## src/rtl/approx_mult_pipe_pkg.sv

```systemverilog
// rtl/approx_mult_pipe_pkg.sv - mode encodings and carry-save layer sizing helpers
package approx_mult_pipe_pkg;

   localparam logic MODE_EXACT  = 1'b0;
   localparam logic MODE_APPROX = 1'b1;

   // Rows remaining after applying the given number of 3:2 layers to a matrix of this height.
   function automatic int csa_rows_after(input int height, input int layers);
      int rows;
      rows = height;
      for (int k = 0; k < layers; k++) begin
         if (rows > 2) rows = (rows / 3) * 2 + rows % 3;
      end
      return rows;
   endfunction

   function automatic int csa_layers(input int height);
      int rows;
      int n;
      rows = height;
      n    = 0;
      for (int k = 0; k < 64; k++) begin
         if (rows > 2) begin
            rows = (rows / 3) * 2 + rows % 3;
            n    = n + 1;
         end
      end
      return n;
   endfunction

endpackage

```

## src/rtl/approx_mult_pipe_if.sv

```systemverilog
// rtl/approx_mult_pipe_if.sv - operand/result handshake bundle for the multiplier
interface approx_mult_pipe_if #(
   parameter int WIDTH = 16,
   parameter int TAG_W = 4
);
   logic                 in_valid;
   logic                 in_ready;
   logic [WIDTH-1:0]     in_a;
   logic [WIDTH-1:0]     in_b;
   logic                 in_approx;
   logic [TAG_W-1:0]     in_tag;
   logic                 out_valid;
   logic                 out_ready;
   logic [2*WIDTH-1:0]   out_prod;
   logic [TAG_W-1:0]     out_tag;
   logic                 out_approx;

   modport master (
      output in_valid, in_a, in_b, in_approx, in_tag, out_ready,
      input  in_ready, out_valid, out_prod, out_tag, out_approx
   );

   modport slave (
      input  in_valid, in_a, in_b, in_approx, in_tag, out_ready,
      output in_ready, out_valid, out_prod, out_tag, out_approx
   );
endinterface

```

## src/rtl/approx_mult_pipe_csa.sv

```systemverilog
// rtl/approx_mult_pipe_csa.sv - 3:2 compressor across N columns (row of full-adder cells)
module csa_row_compressor #(
   parameter int N = 32
) (
   input  logic [N-1:0] x,
   input  logic [N-1:0] y,
   input  logic [N-1:0] z,
   output logic [N-1:0] sum,
   output logic [N-1:0] carry
);
   logic [N-1:0] maj;

   assign sum   = x ^ y ^ z;
   assign maj   = (x & y) | (x & z) | (y & z);
   // Carry is pre-shifted into the next column; the top carry falls outside the product width.
   assign carry = maj << 1;
endmodule

```

## src/rtl/approx_mult_pipe.sv

```systemverilog
// rtl/approx_mult_pipe.sv - 3-stage pipelined unsigned multiplier with exact/approximate low columns
module approx_mult_pipe
   import approx_mult_pipe_pkg::*;
#(
   parameter int WIDTH       = 16,
   parameter int APPROX_COLS = 8,
   parameter int TAG_W       = 4
) (
   input  logic               clk,
   input  logic               rst_n,
   approx_mult_pipe_if.slave  bus
);
   localparam int P  = 2 * WIDTH;
   localparam int H  = WIDTH + 1;
   localparam int LT = csa_layers(H);
   localparam int R1 = csa_rows_after(H, 1);
   localparam logic [P-1:0] LOW_MASK = P'((64'd1 << APPROX_COLS) - 64'd1);

   logic             approx_in;
   logic [P-1:0]     keep_mask;
   logic [P-1:0]     col_or;
   logic [P-1:0]     pp [0:H-1];
   logic [P-1:0]     s1_row [0:R1-1];
   logic [P-1:0]     red_sum, red_carry;
   logic [P-1:0]     s2_sum, s2_carry, s3_prod;
   logic [TAG_W-1:0] s1_tag, s2_tag, s3_tag;
   logic             s1_approx, s2_approx, s3_approx;
   logic             s1_valid, s2_valid, s3_valid;
   logic             adv1, adv2, adv3;

   assign approx_in = (bus.in_approx == MODE_APPROX);
   assign keep_mask = approx_in ? ~LOW_MASK : '1;

   // Approximated columns collapse to one OR bit, so they never generate a carry.
   always_comb begin
      col_or = '0;
      for (int i = 0; i < WIDTH; i++) begin
         for (int j = 0; j < WIDTH; j++) begin
            if (i + j < APPROX_COLS) col_or[i+j] = col_or[i+j] | (bus.in_a[i] & bus.in_b[j]);
         end
      end
   end

   for (genvar j = 0; j < WIDTH; j++) begin : g_pp
      assign pp[j] = (P'(bus.in_a & {WIDTH{bus.in_b[j]}}) << j) & keep_mask;
   end
   assign pp[WIDTH] = approx_in ? col_or : '0;

   // Layer 0 is combinational from the operands; layers 1.. run from the S1 register.
   for (genvar l = 0; l < LT; l++) begin : g_layer
      localparam int HI = csa_rows_after(H, l);
      localparam int G  = HI / 3;
      localparam int HO = csa_rows_after(H, l + 1);
      logic [P-1:0] rin  [0:H-1];
      logic [P-1:0] rout [0:H-1];

      if (l == 0) begin : g_src_pp
         assign rin = pp;
      end else if (l == 1) begin : g_src_s1
         for (genvar r = 0; r < H; r++) begin : g_row
            if (r < R1) begin : g_reg
               assign rin[r] = s1_row[r];
            end else begin : g_pad
               assign rin[r] = '0;
            end
         end
      end else begin : g_src_prev
         assign rin = g_layer[l-1].rout;
      end

      for (genvar g = 0; g < G; g++) begin : g_csa
         csa_row_compressor #(.N(P)) u_csa (
            .x     (rin[3*g]),
            .y     (rin[3*g+1]),
            .z     (rin[3*g+2]),
            .sum   (rout[2*g]),
            .carry (rout[2*g+1])
         );
      end

      for (genvar r = 2 * G; r < H; r++) begin : g_pass
         if (r < HO) begin : g_keep
            assign rout[r] = rin[r+G];
         end else begin : g_zero
            assign rout[r] = '0;
         end
      end
   end

   assign red_sum   = g_layer[LT-1].rout[0];
   assign red_carry = g_layer[LT-1].rout[1];

   assign adv3 = !s3_valid || bus.out_ready;
   assign adv2 = !s2_valid || adv3;
   assign adv1 = !s1_valid || adv2;

   always_ff @(posedge clk or negedge rst_n) begin
      if (!rst_n) begin
         s1_valid  <= 1'b0;
         s2_valid  <= 1'b0;
         s3_valid  <= 1'b0;
         for (int r = 0; r < R1; r++) s1_row[r] <= '0;
         s2_sum    <= '0;
         s2_carry  <= '0;
         s3_prod   <= '0;
         s1_tag    <= '0;
         s2_tag    <= '0;
         s3_tag    <= '0;
         s1_approx <= 1'b0;
         s2_approx <= 1'b0;
         s3_approx <= 1'b0;
      end else begin
         if (adv1) begin
            s1_valid <= bus.in_valid;
            if (bus.in_valid) begin
               for (int r = 0; r < R1; r++) s1_row[r] <= g_layer[0].rout[r];
               s1_tag    <= bus.in_tag;
               s1_approx <= bus.in_approx;
            end
         end
         if (adv2) begin
            s2_valid <= s1_valid;
            if (s1_valid) begin
               s2_sum    <= red_sum;
               s2_carry  <= red_carry;
               s2_tag    <= s1_tag;
               s2_approx <= s1_approx;
            end
         end
         // Data registers only move when a valid beat arrives, so a stalled result holds steady.
         if (adv3) begin
            s3_valid <= s2_valid;
            if (s2_valid) begin
               s3_prod   <= s2_sum + s2_carry;
               s3_tag    <= s2_tag;
               s3_approx <= s2_approx;
            end
         end
      end
   end

   assign bus.in_ready   = adv1;
   assign bus.out_valid  = s3_valid;
   assign bus.out_prod   = s3_prod;
   assign bus.out_tag    = s3_tag;
   assign bus.out_approx = s3_approx;
endmodule

```

## src/flat_wrapper.sv

```systemverilog
// flat-port wrapper written by rule: the top's interface ports become plain ports
module approx_mult_pipe_flat import approx_mult_pipe_pkg::*;
#(
   parameter int WIDTH       = 16,
   parameter int APPROX_COLS = 8,
   parameter int TAG_W       = 4
)
  (clk, rst_n, bus_in_valid, bus_in_a, bus_in_b, bus_in_approx, bus_in_tag, bus_out_ready, bus_in_ready, bus_out_valid, bus_out_prod, bus_out_tag, bus_out_approx);
  approx_mult_pipe_if #(.WIDTH(WIDTH), .TAG_W(TAG_W)) bus_i ();
  input  logic clk;
  input  logic rst_n;
  input wire logic [$bits(bus_i.in_valid)-1:0] bus_in_valid;
  input wire logic [$bits(bus_i.in_a)-1:0] bus_in_a;
  input wire logic [$bits(bus_i.in_b)-1:0] bus_in_b;
  input wire logic [$bits(bus_i.in_approx)-1:0] bus_in_approx;
  input wire logic [$bits(bus_i.in_tag)-1:0] bus_in_tag;
  input wire logic [$bits(bus_i.out_ready)-1:0] bus_out_ready;
  output wire logic [$bits(bus_i.in_ready)-1:0] bus_in_ready;
  output wire logic [$bits(bus_i.out_valid)-1:0] bus_out_valid;
  output wire logic [$bits(bus_i.out_prod)-1:0] bus_out_prod;
  output wire logic [$bits(bus_i.out_tag)-1:0] bus_out_tag;
  output wire logic [$bits(bus_i.out_approx)-1:0] bus_out_approx;
  assign bus_i.in_valid = bus_in_valid;
  assign bus_i.in_a = bus_in_a;
  assign bus_i.in_b = bus_in_b;
  assign bus_i.in_approx = bus_in_approx;
  assign bus_i.in_tag = bus_in_tag;
  assign bus_i.out_ready = bus_out_ready;
  assign bus_in_ready = bus_i.in_ready;
  assign bus_out_valid = bus_i.out_valid;
  assign bus_out_prod = bus_i.out_prod;
  assign bus_out_tag = bus_i.out_tag;
  assign bus_out_approx = bus_i.out_approx;
  approx_mult_pipe #(.WIDTH(WIDTH), .APPROX_COLS(APPROX_COLS), .TAG_W(TAG_W)) u_core (.clk(clk), .rst_n(rst_n), .bus(bus_i));
endmodule
```

## config.mk

```make
export PLATFORM = sky130hd
export DESIGN_NAME = approx_mult_pipe_flat
export DESIGN_NICKNAME = d
export VERILOG_FILES = /design/src/rtl/approx_mult_pipe_pkg.sv /design/src/rtl/approx_mult_pipe_if.sv /design/src/rtl/approx_mult_pipe_csa.sv /design/src/rtl/approx_mult_pipe.sv /design/src/flat_wrapper.sv
export SDC_FILE = /design/constraint.sdc
export NUM_CORES = 1
export LEC_CHECK = 0
export CELL_PAD_IN_SITES_DETAIL_PLACEMENT = 0
export CELL_PAD_IN_SITES_GLOBAL_PLACEMENT = 1
export CORE_ASPECT_RATIO = 0.8
export CORE_MARGIN = 3
export CORE_UTILIZATION = 46
export DETAILED_ROUTE_END_ITERATION = 16
export GPL_ROUTABILITY_DRIVEN = 0
export PLACE_DENSITY = 0.88
export SETUP_SLACK_MARGIN = 0.5
export SLEW_MARGIN = 30
export SYNTH_ARGS = -nofsm -noshare
export SYNTH_HDL_FRONTEND = slang
export SYNTH_SLANG_ARGS = --single-unit
export TNS_END_PERCENT = 50
```

## constraint.sdc

```tcl
create_clock -name clk -period 3 [get_ports clk]
set_input_delay 0.6 -clock clk [delete_from_list [all_inputs] [get_ports clk]]
set_output_delay 0.6 -clock clk [all_outputs]
set_load 0.02 [all_outputs]
```

After elaboration in Yosys (flattened, before gate mapping)
Index checks and enable logic that the tools add are counted.
{"block": "word_totals", "out_inout_bits": 39, "latchBits": 0, "mem_bits_rw": 0, "word_cells": 237, "inputBits": 41, "romBits": 0, "n_memories": 0, "reg_bits": 468}
{"block": "op_classes", "n_eq_ne": 0, "mul": 0, "n_addsub": 1, "reduce_logical": 9, "muxes": 2, "div_mod_pow": 0, "n_shift": 0, "magnitude_cmp": 0, "bitwise_logic": 201}
{"cell": "$and 31x31->31", "n": 43}
{"cell": "$or 31x31->31", "n": 30}
{"cell": "$xor 32x32->32", "n": 29}
{"cell": "$and 16x16->16", "n": 16}
{"cell": "$and 31x8->31", "n": 2}
{"cell": "$and 1x1->1", "n": 36}
{"cell": "$add 32x32->32", "n": 1}
{"cell": "$and 16x32->32", "n": 1}
{"cell": "$and 17x32->32", "n": 1}
{"cell": "$and 18x32->32", "n": 1}
{"cell": "$and 19x32->32", "n": 1}
{"cell": "$and 20x32->32", "n": 1}
{"cell": "$and 21x32->32", "n": 1}
{"cell": "$and 22x32->32", "n": 1}
{"cell": "$and 23x32->32", "n": 1}
{"cell": "$and 24x32->32", "n": 1}
{"cell": "$and 25x32->32", "n": 1}
{"cell": "$and 26x32->32", "n": 1}
{"cell": "$and 27x32->32", "n": 1}
{"cell": "$and 28x32->32", "n": 1}
{"cell": "$and 29x32->32", "n": 1}
{"cell": "$and 30x32->32", "n": 1}
{"cell": "$and 32x32->32", "n": 1}
{"cell": "$xor 32x8->32", "n": 1}
{"cell": "5 further kinds", "n": 39}

Longest topological paths before layout
{"block": "logic_depth", "depth_word": 15, "ltp_mapped": 10, "depth_no_buf": 10}

By module
Synthesis repeated with hierarchy kept, for this count alone.
{"block": "unflattened", "hier_cells": 2106, "hier_area_um2": 30246.5}
{"mod": "approx_mult_pipe", "instances": 1, "seq_area_each_um2": 11461.0, "area_each_um2": 20412.1, "cells_each": 1596}
{"mod": "csa_row_compressor", "instances": 15, "seq_area_each_um2": 0.0, "area_each_um2": 655.6, "cells_each": 34}

Worst setup path before layout
OpenSTA, ideal clock, no wires.
{"block": "synth_timing", "kind": "register to register", "start": "register u_core.s1_row, in the netlist u_core.g_layer[1].rin[431]", "end": "register u_core.s2_sum[15]", "t_arrival_ps": 3133, "synth_period_minus_slack_ps": 3258, "t_required_ps": 2875, "n_path_buf": 0, "path_stages_with_launch": 11, "setup_time_ps": 125, "slack_ps": -258, "path_cell_list": "dfrtp_1 -> inv_1 -> fa_1 -> inv_1 -> fa_1 -> inv_1 -> fa_1 -> fa_1 -> inv_1 -> fa_1 -> mux2_2"}
{"block": "synth_via", "elab_chain_cells": 9}
{"item": "start, declared", "line": "approx_mult_pipe.sv:23", "source": "logic [P-1:0] s1_row [0:R1-1];"}
{"item": "$xor 32x32->32 (9 in series)", "line": "approx_mult_pipe_csa.sv:13", "source": "assign sum = x ^ y ^ z;"}
{"item": "net u_core.g_layer[5].g_csa[0].u_csa.sum[15]", "line": "approx_mult_pipe_csa.sv:8", "source": "output logic [N-1:0] sum,"}
{"item": "end signal, assigned", "line": "approx_mult_pipe.sv:124", "source": "s2_sum <= red_sum;"}
{"item": "end, declared", "line": "approx_mult_pipe.sv:25", "source": "logic [P-1:0] s2_sum, s2_carry, s3_prod;"}
The timed path passes the listed nets, and every way through them passes these cells.
A chain may end at the register's enable or synchronous reset.

Worst setup path in the final report
{"block": "layout_timing", "start": "register u_core.s1_row, in the netlist u_core.g_layer[1].rin[464]", "end": "register u_core.s2_sum[16]"}
The elaborated chain is that of the path after synthesis.

==> flow_metrics.py <==
metrics = {
    "sta": {
        "worstMarginPinSlew_ps": 820,
        "worst_slack_ps": -445,
        "rsz0062_at_grt": "true",
        "slew_headroom_pct": 45.2,
        "timing.hold.ws_ps": 467,
        "fin_crit_ps": 3440,
        "slew_viol_final": 0,
        "finalSetupViolCount": 32,
        "fin_skew_ps": 17.3,
        "fmax_ghz": 0.290,
        "min_period_over_period_pct": 115,
        "final-hold-violation-count": 0,
    },
    "yosys": {
        "ys_ff_latch": 306,
        "async_flop_share_pct": 100,
        "synth_cells": 1771,
        "synth_nets": 2121,
        "avgSynthCellArea_um2": 11.6,
        "synth_warnings": 0,
        "yosys_most_used_dff": "dfrtp_1",
        "synth_edf_count": 0,
        "seq_area_frac_synth_pct": 37.4,
        "yosysUniqueCellTypes": 55,
        "synth_area_um2": 20500,
    },
    "global_route": {
        "grt_max_degree": 83,
        "grt_pass1_wl_um": 78000,
        "grt_overflow": 0,
        "antenna_found_initial": 0,
        "grt_usage_pct": 20.7,
        "grt_pass1_vias": 14300,
    },
    "floorplanning": {
        "fp.dieW_um": 242,
        "die_h_um": 195,
        "ios": 80,
        "dieArea_um2": 47100,
        "start_util_pct": 47.0,
        "core-area_um2": 43600,
        "rows": 68,
    },
    "critical_path": {
        "cp-start-kind": "register",
        "cp-end-kind": "register",
        "r2r_slack_ps": -440,
        "critPathSlowestCell": "fa_1",
        "criticalPathCategory": "reg -> reg",
        "path_cells": "fa_1 -> fa_1 -> inv_2 -> fa_2 -> fa_1 -> inv_2 -> fa_2 -> mux2_2",
        "cp_common_cell": "fa_1",
        "worstPathArrival_ps": 3850,
        "critPathMaxFanout": 2,
        "cp_data_required_time_ps": 3400,
        "critical-path-max-stage-delay_ps": 570,
    },
    "flow_run": {
        "maxCapViolCount": 0,
    },
    "clock_network": {
        "htreeDepth": 2,
        "clockBufferDepth": 3,
        "cts.sinks": 306,
        "cts_made_buffers": 35,
        "clock_latency_ps": 530,
        "cts_tree": "done",
        "root_buffer": "clkbuf_16",
        "clkTransAtPathRegs_ps": 60,
    },
    "run_status": {
        "violations": "negative setup slack",
        "status": "finished, violations left",
    },
    "finish": {
        "num_antenna_cells": 0,
        "fillCellCount": 3680,
        "syn_to_final_growth_pct": 16.4,
        "utilization_pct": 54.6,
        "multi_input_area_um2": 12100,
        "seqCellArea_um2": 7660,
        "drive_gt1_share_pct": 24.6,
        "fin_nets": 2205,
    },
    "hold_path": {
        "hp-class": "reg -> reg",
    },
    "power": {
        "p_per_area_nw_per_um2": 934,
        "power.leakage_nw": 11.2,
        "power_mw": 22.2,
        "vdd_drop_max_mv": 0.623,
    },
    "route": {
        "drt_pass1_iterations": 6,
        "vias": 13300,
        "finalWirelength_um": 47100,
        "first_iter_violations": 745,
        "wire_per_inst_um": 19.0,
        "avgViaCountPerCell": 5.36,
        "ant_nets": 0,
        "drt_drc_violations_left": 0,
    },
    "placed_design": {
        "dp_hpwl_um": 33100,
        "numPortBuffers": 79,
    },
}
==> worst paths after layout <==
check,end,from,depth (start not counted)
worst min-delay path,u_core.bus.out_tag[1],u_core.s2_tag[1],2
worst min register to register,u_core.bus.out_tag[1],u_core.s2_tag[1],2
worst max-delay path,u_core.s2_sum[16],u_core.g_layer[1].rin[464],8
worst max register to register,u_core.s2_sum[16],u_core.g_layer[1].rin[464],8
max in group asynchronous,u_core.g_layer[1].rin[313],rst_n,3
min in group asynchronous,u_core.s2_carry[3],rst_n,2
==> state kept, by name (all words and copies together), names as in the netlist <==
name,flops
u_core.g_layer.rin,194
u_core.bus.out_prod,32
u_core.s2_sum,32
u_core.s2_carry,30
u_core.bus.out_tag,4
u_core.s1_tag,4
u_core.s2_tag,4
u_core.bus.out_approx,1
u_core.bus.out_valid,1
u_core.s1_approx,1
u_core.s1_valid,1
u_core.s2_approx,1
u_core.s2_valid,1
==> routing by layer <==
layer | part of all wire (%) | vias to the layer above | GRT usage [%]
met5 | 0 | - | 0
met2 | 48 | 315 | 33.7
met4 | 2.6 | 0 | 6.16
li1 | - | 5907 | -
met3 | 5.0 | 93 | 3.57
met1 | 45 | 6953 | 28.7
==> cell families after synthesis <==
logic type / after synthesis / synth area share, %
xor gates and xnor gates: 13 / 0.557
DFF: 306 / 37.4
muxes: 232 / 12.8
and+or+nand+nor: 445 / 11.7
buffers and inverters: 290 / 5.44
adders and majority gates: 309 / 26.4
AOI/OAI and AO/OA: 176 / 5.77
==> repair_timing <==
item                                   in CTS  in global routing
hold buffers                                1                  0
pin swaps                                  34                 34
endpoints found under the hold margin       2                  0
resized for setup                          58                 53
setup endpoints to repair                  51                 58
setup buffers                               2                  0
==> where the power goes <==
part	internal, mW	leakage (nW)	switching [mW]
Combinational	5.80	6.72	6.08
Sequential	5.19	3.88	0.682
Clock	2.71	0.591	1.76
==> synth_stat cells, types with 11 or more instances <==
cell type    n  area, um^2
dfrtp_1    306        7660
mux2_2     232        2610
and2_1     231        1450
fa_1       203        4060
inv_1      200         751
nand2_1    139         522
ha_1       106        1330
clkbuf_1    68         255
o21ai_0     56         280
a21oi_1     29         145
nor2_1      22        82.6
buf_2       19        95.1
o21a_1      12        90.1
a21o_1      11        82.6
==> final cells by class <==
class / instances / area share [%]
clock buffer: 49 / 4.28
clock inverter: 12 / 0.704
inverter: 200 / 3.15
multi-input combinational: 1175 / 50.9
sequential: 306 / 32.2
tap: 595 / 3.13
timing repair buffer: 137 / 5.65
==> placed cells by master, fill, tap and decap left out, types with 10 or more instances in the layout <==
cell / count
buf_4: 48
nand3_1: 10
fa_1: 168
o21a_1: 12
ha_1: 83
a21o_1: 11
mux2_2: 209
dfrtp_1: 306
mux2_4: 23
clkdlybuf4s50_1: 77
nor2_1: 22
clkbuf_16: 35
nand2_1: 136
inv_1: 159
inv_2: 41
o21ai_0: 55
fa_2: 35
a21oi_1: 27
and2_1: 231
ha_4: 15
==> critical path: cells and delay by family, from the launching register on <==
kind       cells  cell delay [ps]
buf+inv        2              140
flops          1              400
fa+ha+maj      5             2520
mux            1              260
==> stage by stage <==
step                      cells  worst slack [ps]  instance area, um^2  setup TNS, ps
after floorplan            1771              -248                20600          -2790
after global placement     2410              -344                22300          -5880
after detailed placement   2410              -381                22300          -6770
after CTS                  2474              -418                23600          -6560
after global routing       2474              -525                23800          -8700
final                      2474              -445                23800          -6300
No activity file was read; power rests on OpenSTA's default activity.
